**src/rtl/universal_shift_register_if.sv**
```systemverilog
// Data-side bundle for the universal shift register: mode/serial/parallel inputs and
// the register taps. The master drives the controls; the slave is the register itself.
interface universal_shift_register_if #(
   parameter int unsigned WIDTH = 4
);
   logic             right_s_in;
   logic             left_s_in;
   logic [1:0]       select;
   logic [WIDTH-1:0] pin;
   logic [WIDTH-1:0] pout;
   logic             s_left;
   logic             s_right;

   modport master (
      output right_s_in,
      output left_s_in,
      output select,
      output pin,
      input  pout,
      input  s_left,
      input  s_right
   );

   modport slave (
      input  right_s_in,
      input  left_s_in,
      input  select,
      input  pin,
      output pout,
      output s_left,
      output s_right
   );
endinterface

```
**src/rtl/universal_shift_register.sv**
```systemverilog
// Universal shift register: hold, shift right, shift left or parallel load each clock.
// Synchronous active-low reset wins over every mode.
module universal_shift_register #(
   parameter int unsigned WIDTH = 4
) (
   input logic                        clk,
   input logic                        reset,
   universal_shift_register_if.slave  bus
);

   typedef enum logic [1:0] {
      ModeHold  = 2'b00,
      ModeRight = 2'b01,
      ModeLeft  = 2'b10,
      ModeLoad  = 2'b11
   } mode_e;

   mode_e            mode;
   logic [WIDTH-1:0] pout_q;
   logic [WIDTH-1:0] pout_d;

   assign mode = mode_e'(bus.select);

   always_comb begin
      pout_d = pout_q;
      unique case (mode)
         ModeHold:  pout_d = pout_q;
         ModeRight: pout_d = {bus.right_s_in, pout_q[WIDTH-1:1]};
         ModeLeft:  pout_d = {pout_q[WIDTH-2:0], bus.left_s_in};
         ModeLoad:  pout_d = bus.pin;
         default:   pout_d = pout_q;
      endcase
   end

   always_ff @(posedge clk) begin
      if (!reset) begin
         pout_q <= '0;
      end else begin
         pout_q <= pout_d;
      end
   end

   // Serial taps come straight off the register: they show the bit about to leave.
   assign bus.pout    = pout_q;
   assign bus.s_left  = pout_q[WIDTH-1];
   assign bus.s_right = pout_q[0];

endmodule

```
**src/flat_wrapper.sv**
```systemverilog
// flat-port wrapper written by rule: the top's interface ports become plain ports
module universal_shift_register_flat 
#(
   parameter int unsigned WIDTH = 4
)
  (clk, reset, bus_right_s_in, bus_left_s_in, bus_select, bus_pin, bus_pout, bus_s_left, bus_s_right);
  universal_shift_register_if #(.WIDTH(WIDTH)) bus_i ();
  input logic clk;
  input logic reset;
  input wire logic [$bits(bus_i.right_s_in)-1:0] bus_right_s_in;
  input wire logic [$bits(bus_i.left_s_in)-1:0] bus_left_s_in;
  input wire logic [$bits(bus_i.select)-1:0] bus_select;
  input wire logic [$bits(bus_i.pin)-1:0] bus_pin;
  output wire logic [$bits(bus_i.pout)-1:0] bus_pout;
  output wire logic [$bits(bus_i.s_left)-1:0] bus_s_left;
  output wire logic [$bits(bus_i.s_right)-1:0] bus_s_right;
  assign bus_i.right_s_in = bus_right_s_in;
  assign bus_i.left_s_in = bus_left_s_in;
  assign bus_i.select = bus_select;
  assign bus_i.pin = bus_pin;
  assign bus_pout = bus_i.pout;
  assign bus_s_left = bus_i.s_left;
  assign bus_s_right = bus_i.s_right;
  universal_shift_register #(.WIDTH(WIDTH)) u_core (.clk(clk), .reset(reset), .bus(bus_i));
endmodule
```
**config.mk**
```make
export PLATFORM = sky130hd
export DESIGN_NAME = universal_shift_register_flat
export DESIGN_NICKNAME = d
export VERILOG_FILES = /design/src/rtl/universal_shift_register_if.sv /design/src/rtl/universal_shift_register.sv /design/src/flat_wrapper.sv
export SDC_FILE = /design/constraint.sdc
export NUM_CORES = 1
export LEC_CHECK = 0
export CORE_AREA = 5 5 42 44
export CTS_BUF_LIST = sky130_fd_sc_hd__clkbuf_4
export DETAILED_ROUTE_END_ITERATION = 16
export DIE_AREA = 0 0 47 49
export GPL_TIMING_DRIVEN = 0
export MAX_ROUTING_LAYER = met4
export SETUP_SLACK_MARGIN = 0.05
export SYNTH_ARGS = -nofsm -noshare
export SYNTH_HDL_FRONTEND = slang
export SYNTH_SLANG_ARGS = --single-unit
```
**constraint.sdc**
```tcl
create_clock -name clk -period 0.9 [get_ports clk]
set_input_delay 0.27 -clock clk [delete_from_list [all_inputs] [get_ports clk]]
set_output_delay 0.27 -clock clk [all_outputs]
set_load 0.1 [all_outputs]
```
; ---- Yosys cells after proc, flatten, opt, wreduce, memory -nomap -nowiden
; Index checks and enable logic that the tools add are counted.
[classes]
mux = 1
eq_ne = 3
reduce_logical = 1
[ops]
columns = operator, n
row1 = 4-bit case mux with 3 select lines, 1
row2 = 2-bit == test (second input constant), 2
row3 = 2-bit by 1-bit == test with 1-bit output (second input constant), 1
row4 = 2-bit logical NOT, 1
[totals]
in_bits = 10
elab_cells = 6
regBits = 4

; ---- Depth between registers and ports, before layout
[depth]
ltp_word = 2
ltp_mapped = 3

; ---- Worst setup path after synthesis
; OpenSTA, ideal clock, no wires.
[synth_path]
path_kind = register to output
startpoint = register u_core.pout_q[0] (netlist: u_core.bus.pout[0])
endpoint = output bus_pout[0]
arrival_time_ns = 1.390
path_stages_with_launch = 2
path_buffers = 1
setup_slack_ns = -0.760
cell_sequence = dfxtp_1 -> buf_4
[synth_rtl]
columns = item, line_no
row1 = from (decl), universal_shift_register.sv:19  ; logic [WIDTH-1:0] pout_q;
row2 = from (signal assigned), universal_shift_register.sv:39  ; pout_q <= pout_d;
row3 = to (decl), flat_wrapper.sv:14  ; output wire logic [$bits(bus_i.pout)-1:0] bus_pout;
; No word-level cell between the ends.

; ---- Worst setup path in the final report
[layout_path]
startpoint = register u_core.pout_q[0] (netlist: u_core.bus.pout[0])
endpoint = output bus_pout[0]
; No word-level cell between the ends.

==> results.sh <==
export IMPL_clkSinkCount=4
export IMPL_synth_area_leaders="dfxtp_1, mux2i_1, o22ai_1"
export IMPL_area_growth_pct=138.4
export IMPL_status="complete, but fails checks"
export IMPL_met2_wirelength_um=266
export IMPL_cts_tree="done"
export IMPL_min_path_type="input pin to flip-flop"
export IMPL_clk_pin_slew_ns=0.04
export IMPL_drt_iter0_drc=2
export IMPL_fin_ws_ns=-0.2270
export IMPL_drv_cap=0
export IMPL_stdcell_count=58
export IMPL_vias_per_cell=4.207
export IMPL_design_area_um2=528.0
export IMPL_synth_cell_area_um2=221.5
export IMPL_cp_required_ns=0.63
export IMPL_max_clock_path_buffers=2
export IMPL_setup_viol=6
export IMPL_synthCells=21
export IMPL_seq_area_frac_synth_pct=36.16
export IMPL_hold_buffers=0
export IMPL_endpoint_kind="primary output"
export IMPL_max_slew_margin_pct=86.50
export IMPL_fin_nets=54
export IMPL_core_area_um2=1401
export IMPL_grt_pass1_vias=248
export IMPL_critPathLaunchType="flip-flop"
export IMPL_synth_nets=31
export IMPL_htreeDepth=1
export IMPL_rsz0062_at_grt="true"
export IMPL_place_inst=51
export IMPL_top_layer_used="met3"
export IMPL_drc=0
export IMPL_min_period_ns=1.127
export IMPL_antenna_found_initial=0
export IMPL_route_met3_wl_um=112
export IMPL_grt_start_max_net_pins=9
export IMPL_power_uw=756.2
export IMPL_gp_congestion=0.6755
export IMPL_p_leak_nw=0.2341
export IMPL_crit_type="flip-flop to primary output"
export IMPL_crit_chain="buf_12, buf_12"
export IMPL_rows=14
export IMPL_start_util_pct=15.80
export IMPL_power_density_nw_per_um2=1432
export IMPL_num_io_pins=16
export IMPL_postRouteAntennaNets=0
export IMPL_synth_ff_latch_count=4
export IMPL_ys_warn_count=0
export IMPL_path_max_fanout=3
export IMPL_hold_viol_final=0
export IMPL_vdd_ir_drop_max_uv=638.6
export IMPL_largest_register_ffs=4
export IMPL_cp_slowest_cell="dfxtp_4"
export IMPL_ys_types=7
export IMPL_drt_met1_wl_um=268
export IMPL_die_y_um=49
export IMPL_violations="negative setup slack"
export IMPL_max_freq_ghz=0.8873
export IMPL_dieArea_um2=2303
export IMPL_period_share_pct=125.2
export IMPL_drive_above_1_share_pct=52.38
export IMPL_grt_pass1_wl_mm=1.035
export IMPL_gr_total_overflow=0
export IMPL_wl_um=647
export IMPL_worstPathArrival_ns=0.86
export IMPL_first_pass_iters=4
export IMPL_portBuffers=14
export IMPL_num_vias=244
export IMPL_clkLatencyLatePin_ns=0.24
export IMPL_track_usage_pct=6.435
export IMPL_critPathMaxStageDelay_ns=0.35
export IMPL_die_width_um=47
export IMPL_fin_tns_setup_ns=-1.067
export IMPL_critPathMostFrequentCell="buf_12"
export IMPL_syn_avg_cell_area_um2=10.55
export IMPL_skew_ns=0.007808
export IMPL_placed_area_um2=421.7
export IMPL_slew_violations=0
export IMPL_numCtsBuffers=3
export IMPL_antenna_cells=0
export IMPL_tightest_slew_ns=0.2031
export IMPL_cts_root_buf="clkbuf_4"
export IMPL_detail_route_wl_per_cell_um=11.16
export IMPL_netlist_area_leader_share_pct=36.16
export IMPL_synth_largest_area_cell="dfxtp_1"
[worst max-delay path, delay by kind of cell (launching register included)]
kind	cells	cell delay, ns
DFF	1	0.35
buffers and inverters	2	0.27
[worst paths after layout]
check | to | from | slack (ns) | cells after the start
worst min register to register | u_core.bus.pout[2] | u_core.bus.pout[3] | 0.68 | 3
worst max register to register | u_core.bus.pout[0] | u_core.bus.pout[0] | 0.07 | 3
worst min-delay path | u_core.bus.pout[2] | bus_select[1] | 0.40 | 3
worst max-delay path | bus_pout[0] | u_core.bus.pout[0] | -0.23 | 2
[per-layer routing]
metal,GRT usage [%],vias up
met1,7.726,107
met2,8.371,16
li1,-,121
met5,-,-
met4,2.765,0
met3,4.059,0
[report_power, final]
group          switching [mW]  total [mW]  internal [mW]
clock                  0.0790       0.229          0.150
sequential             0.0158       0.202          0.186
combinational           0.177       0.325          0.148
[synth_stat cells]
master,instances
buf_6,1
dfxtp_1,4
buf_4,2
nand2b_1,1
nand2_1,1
mux2i_1,8
o22ai_1,4
[stage by stage]
stage	setup slack (ns)	hold slack, ns	utilization [%]
CTS	-0.2355	0.3967	37.68
finish	-0.2270	0.4004	37.68
global route	-0.2513	0.4220	37.68
floorplan	-0.1232	0.4420	-
detailed placement	-0.9323	0.5490	30.09
global placement	-0.9289	0.5486	30.09
[timing repair]
item,CTS,global route
endpoints found under the setup margin,10,8
pin swaps,0,1
resized for setup,55,0
setup buffers,4,0
endpoints found under the hold margin,0,0
[placed cells by master (no fill, tap or decap), drive strengths merged]
cell / netlist / final
nand2: 1 / 1
mux2i: 8 / 8
o22ai: 4 / 4
nand2b: 1 / 1
dfxtp: 4 / 4
dlygate4sd2: 0 / 2
buf: 3 / 13
clkbuf: 0 / 3
clkdlybuf4s50: 0 / 6
[cells by family after synthesis]
family | synth area share, %
flops | 36.16
buf+inv | 11.86
compound gates | 11.30
mux | 36.16
simple gates | 4.520
[layout make-up]
class	count	area (µm²)
fillers	158	873.3
repair buffers	18	214.0
multi-input cells	14	125.1
flip-flops and latches	4	95.09
plain buffers	3	51.30
clock buffers	3	22.52
well taps	16	20.02
(Power assumes the default switching activity.)
==> patch 1, RTL diff (config.mk and constraints unchanged) <==
`WIDTH` is set to 4 in 3 places; all go to 6.
--- a/src/rtl/universal_shift_register_if.sv
+++ b/src/rtl/universal_shift_register_if.sv
@@ -3,3 +3,3 @@
 interface universal_shift_register_if #(
-   parameter int unsigned WIDTH = 4
+   parameter int unsigned WIDTH = 6
 );
--- a/src/rtl/universal_shift_register.sv
+++ b/src/rtl/universal_shift_register.sv
@@ -3,3 +3,3 @@
 module universal_shift_register #(
-   parameter int unsigned WIDTH = 4
+   parameter int unsigned WIDTH = 6
 ) (
--- a/src/flat_wrapper.sv
+++ b/src/flat_wrapper.sv
@@ -3,3 +3,3 @@
 #(
-   parameter int unsigned WIDTH = 4
+   parameter int unsigned WIDTH = 6
 )
Interface: changed (resized bus_pin and bus_pout); port bits go from 16 to 20. The function was not compared with the original's and may differ.
==> patch 1 against the unedited design <==
- the run still ends with negative setup slack left
- critical path depth stayed put
- synthesized area is 42% higher
- worst setup slack worse by 0.025 ns
- via count is 36% higher
- hold slack better by 0.030 ns
- wire length is 47% higher
- total power is 31% higher
- highest routed layer is now met4
- cell area is 38% higher
- sequential power is 49% higher
- sequential cell count is 2 higher
- count of clock-buffer cells in the layout stayed put
==> patch 1: results (changes against the unedited design) <==
* Detailed router's first-iteration violation count at 1 (was 2)
* Met2 usage at 14.7% (was 8.37%)
* Postcts setup bufs at 5 (was 4)
* Crit path DAT at 0.88 ns (was 0.86 ns)
* Vias at 333 (was 244)
* GR Util met1 at 10.2% (was 7.73%)
* Util after Layout at 52.0% (was 37.7%)
* Maximum number of pins on one net before global-route repair at 7 (was 9)
* Largest cells by area after synthesis: dfxtp_1 38%, mux2i_1 38%, o22ai_1 12% (was dfxtp_1 36%, mux2i_1 36%, o22ai_1 11%)
* Vias in the first global route at 354 (was 248)
* Buffers on Ports at 19 (was 14)
* Fraction of area in multi-input gates at 24.4% (was 23.7%)
* Cells after DPL at 64 (was 51)
* Post-DP Area at 572 um^2 (was 422 um^2)
* Hold Slack at 0.430 ns (was 0.400 ns)
* Final setup fails at 8 (was 6)
* Total track usage at 9.91% (was 6.44%)
* Non-clock buffer share at 50.2% (about the same)
* Max FFs per register at 6 (was 4)
* Number of non-clock buffers in the layout at 28 (was 21)
* Worst VDD drop at 718 uV (was 639 uV)
* Post-cts resize count at 79 (was 55)
* Routability cong. at 0.667 (was 0.676)
* R2R Setup Slk at roughly 0.080 ns
* Commonest cells in the netlist: 12 x mux2i_1, 6 x dfxtp_1, 6 x o22ai_1 (was 8 x mux2i_1, 4 x dfxtp_1, 4 x o22ai_1)
* Met2 routed WL at 519 um (was 266 um)
* Pleak at 0.319 nW (was 0.234 nW)
* Crit path capture: bus_pout[5] (was bus_pout[0])
* Seq area share at 19.6% (was 18.0%)
* Critical path fanouts, max at 4 (was 3)
* Status: complete, but fails checks (unchanged)
* Max transition margin at 86.6% (was 86.5%)
* Pre-antenna DRT Iters at 2 (was 4)
* #MultiIn Comb at 20 (was 14)
* Total wire length at 954 um (was 647 um)
* Synthesis-to-layout area growth at 132% (was 138%)
* Clk_skew at 0.00871 ns (was 0.00781 ns)
* CP startpoint: u_core.bus.pout[5] (was u_core.bus.pout[0])
* Via density at 4.56 (was 4.21)
* Reg area at 143 um^2 (was 95.1 um^2)
* WL met1 at 366 um (was 268 um)
* Switching Share at 36.4% (was 36.0%)
* Worst hold path startpoint: bus_select[0] (was bus_select[1])
* Fraction of layout cells with a size suffix above 1 at 50.9% (was 52.4%)
* Net count after synthesis at 41 (was 31)
* Setup slack at placement at -0.939 ns (was -0.932 ns)
* Hold Path End: u_core.bus.pout[0] (was u_core.bus.pout[2])
* Setup_tns at -1.45 ns (was -1.07 ns)
* Worst setup margin at -0.252 ns (was -0.227 ns)
* Clock tree cell share of total cell area at 3.09% (was 4.27%)
* Routed met3 length at 61 um (was 112 um)
* Filler cell count at 139 (was 158)
* # nets final at 71 (was 54)
* R2r endpoint: u_core.bus.pout[1] (was u_core.bus.pout[0])
* #FFs+latches synth at 6 (was 4)
* Gate Count Post-Synth at 29 (was 21)
* Failing checks: negative setup slack (unchanged)
* Sequential area share after synthesis at 38.2% (was 36.2%)
==> patch 1: power groups by stage <==
| stage | combinational [mW] | sequential [mW] | clock [mW] |
|---|---|---|---|
| after detailed placement | 0.349 | 0.302 | 0 |
| after global placement | 0.349 | 0.302 | 0 |
| final | 0.431 | 0.301 | 0.256 |
| after CTS | 0.426 | 0.299 | 0.261 |
| after global routing | 0.447 | 0.303 | 0.288 |
| after floorplan | 0.130 | 0.417 | 0 |
==> patch 1: worst max-delay path: cells and delay by family (launching register included) <==
kind     cells  cell delay (ns)
flops        1             0.36
buf+inv      2             0.27
==> patch 1: kinds of logic after synthesis <==
| kind of cell | count (synthesis) | share of synthesized area [%] |
|---|---|---|
| compound gates | 6 | 12.0 |
| buf+inv | 3 | 8.36 |
| flops | 6 | 38.2 |
| mux | 12 | 38.2 |
| simple gates | 2 | 3.19 |
==> patch 2, RTL diff (same flow settings) <==
Without the edit above. Reset style: asynchronous (`reset`), changed in one clocked block. Comments in the files are not updated.
--- a/src/rtl/universal_shift_register.sv
+++ b/src/rtl/universal_shift_register.sv
@@ -34,3 +34,3 @@
 
-   always_ff @(posedge clk) begin
+   always_ff @(posedge clk or negedge reset) begin
       if (!reset) begin
Check against the original RTL: differs if reset is asserted again (counterexample within 4 cycles, from zero or initial values and one cycle with reset low); with reset held inactive, the same outputs for 10 cycles.
==> patch 2 against the unedited design <==
- the run still ends with negative setup slack left
- sequential share of layout area is 6.6 points higher
- clock skew decreased by 0.0060 ns
- worst setup slack got worse by 0.15 ns
- cell area down 11%
- synthesized cell count down 52%
- synthesized area down 0.56%
- wire length fell by 11%
- count of clock-buffer cells in the layout unchanged
- sequential cell count did not move
- global-route usage up 0.63 points
- via count fell by 29%
Power is not compared: it rests on default switching activity, and its combinational part moved more than twofold at a synthesized area within 25%.
==> patch 2: results (changes against the unedited design) <==
* Filler cell count at 152 (was 158)
* # nets final at 41 (was 54)
* CP max-delay cell: dfrtp_4 (was dfxtp_4)
* Commonest cells in the netlist: 4 x dfrtp_1, 4 x mux4_1, 2 x buf_4 (was 8 x mux2i_1, 4 x dfxtp_1, 4 x o22ai_1)
* Via density at 3.87 (was 4.21)
* Detailed router's first-iteration violation count at 0 (was 2)
* Net count after synthesis at 20 (was 31)
* Synth Flop Type: dfrtp_1 (was dfxtp_1)
* Buffers on Ports at 15 (was 14)
* Pre-antenna DRT Iters at 1 (was 4)
* Yosys cell types at 3 (was 7)
* Failing checks: negative setup slack (unchanged)
* Postcts setup bufs at 1 (was 4)
* Fraction of layout cells with a size suffix above 1 at 69.0% (was 52.4%)
* Total wire length at 577 um (was 647 um)
* Largest cells by area after synthesis: mux4_1 48%, dfrtp_1 45%, buf_4 6.8% (was dfxtp_1 36%, mux2i_1 36%, o22ai_1 11%)
* Post-cts resize count at 53 (was 55)
* Crit path DAT at 1.00 ns (was 0.86 ns)
* Maximum number of pins on one net before global-route repair at 5 (was 9)
* Vias in the first global route at 230 (was 248)
* Reg clk slew, reported paths at 0.04 ns (about the same)
* Final setup fails at 10 (was 6)
* Total track usage at 7.07% (was 6.44%)
* Worst setup margin at -0.372 ns (was -0.227 ns)
* Sequential area share after synthesis at 45.5% (was 36.2%)
* Hold Crit Class: input pin to asynchronous set/reset pin (was input pin to flop)
* First-pass GRT wire length at 1010 um (was 1040 um)
* Ant. Diodes at 0 (unchanged)
* Setup_tns at -2.89 ns (was -1.07 ns)
* Status: complete, but fails checks (unchanged)
* Slowest cell delay on critical path at 0.49 ns (was 0.35 ns)
* Post-DP Area at 394 um^2 (was 422 um^2)
* Least-Margin Pin Slew at 0.278 ns (was 0.203 ns)
* Routability cong. at 0.734 (was 0.676)
* Async set or reset register ratio after synthesis at 100% (was 0%)
* Setup slack at placement at -0.992 ns (was -0.932 ns)
* Vias at 174 (was 244)
* Clk_skew at 0.00181 ns (was 0.00781 ns)
* Pleak at about 0.19 nW
* Gate Count Post-Synth at 10 (was 21)
-- patch 2: cell types whose count changed after synthesis --
cell	unedited run	this run
mux2i_1	8	0
dfrtp_1	0	4
dfxtp_1	4	0
mux4_1	0	4
o22ai_1	4	0
buf_6	1	0
nand2_1	1	0
nand2b_1	1	0
-- patch 2: metal layers --
layer	share of wire, %	vias up	GRT usage, %
li1	-	78	-
met2	44	18	8.82
met3	15	2	4.06
met4	2.9	0	6.91
met1	38	76	7.24
met5	0	-	-
-- patch 2: logic make-up (layout without fill, tap and decap cells) --
group | after synthesis | count (layout) | share of synthesized area (%)
multiplexers | 4 | 4 | 47.7
buffers and inverters | 2 | 21 | 6.82
flip-flops | 4 | 4 | 45.5
-- patch 2: worst paths after layout --
check,from,end,slack (ns),depth (start not counted)
worst max-delay path,u_core.bus.pout[0],bus_pout[0],-0.37,2
worst min-delay path,reset,u_core.bus.pout[1],0.23,1
worst max register to register,u_core.bus.pout[0],u_core.bus.pout[0],-0.32,2
worst min register to register,u_core.bus.pout[3],u_core.bus.pout[2],0.68,1
max in group asynchronous,reset,u_core.bus.pout[2],0.49,1
min in group clk,bus_select[0],u_core.bus.pout[1],0.58,2
-- patch 2: power by group --
| part | leakage, nW | internal [mW] | total, mW | switching (mW) |
|---|---|---|---|---|
| combinational | 0.130 | 0.283 | 0.713 | 0.431 |
| clock | 0.0138 | 0.149 | 0.221 | 0.0716 |
| sequential | 0.0431 | 0.238 | 0.290 | 0.0522 |
| total | 0.187 | 0.670 | 1.22 | 0.555 |
-- patch 2: final cells by class --
type / count / area [um^2] / area share, %
clock buffers: 3 / 22.5 / 4.81
well taps: 16 / 20.0 / 4.28
repair buffers: 16 / 198 / 42.2
flip-flops and latches: 4 / 115 / 24.6
plain buffers: 2 / 22.5 / 4.81
multi-input cells: 4 / 90.1 / 19.3
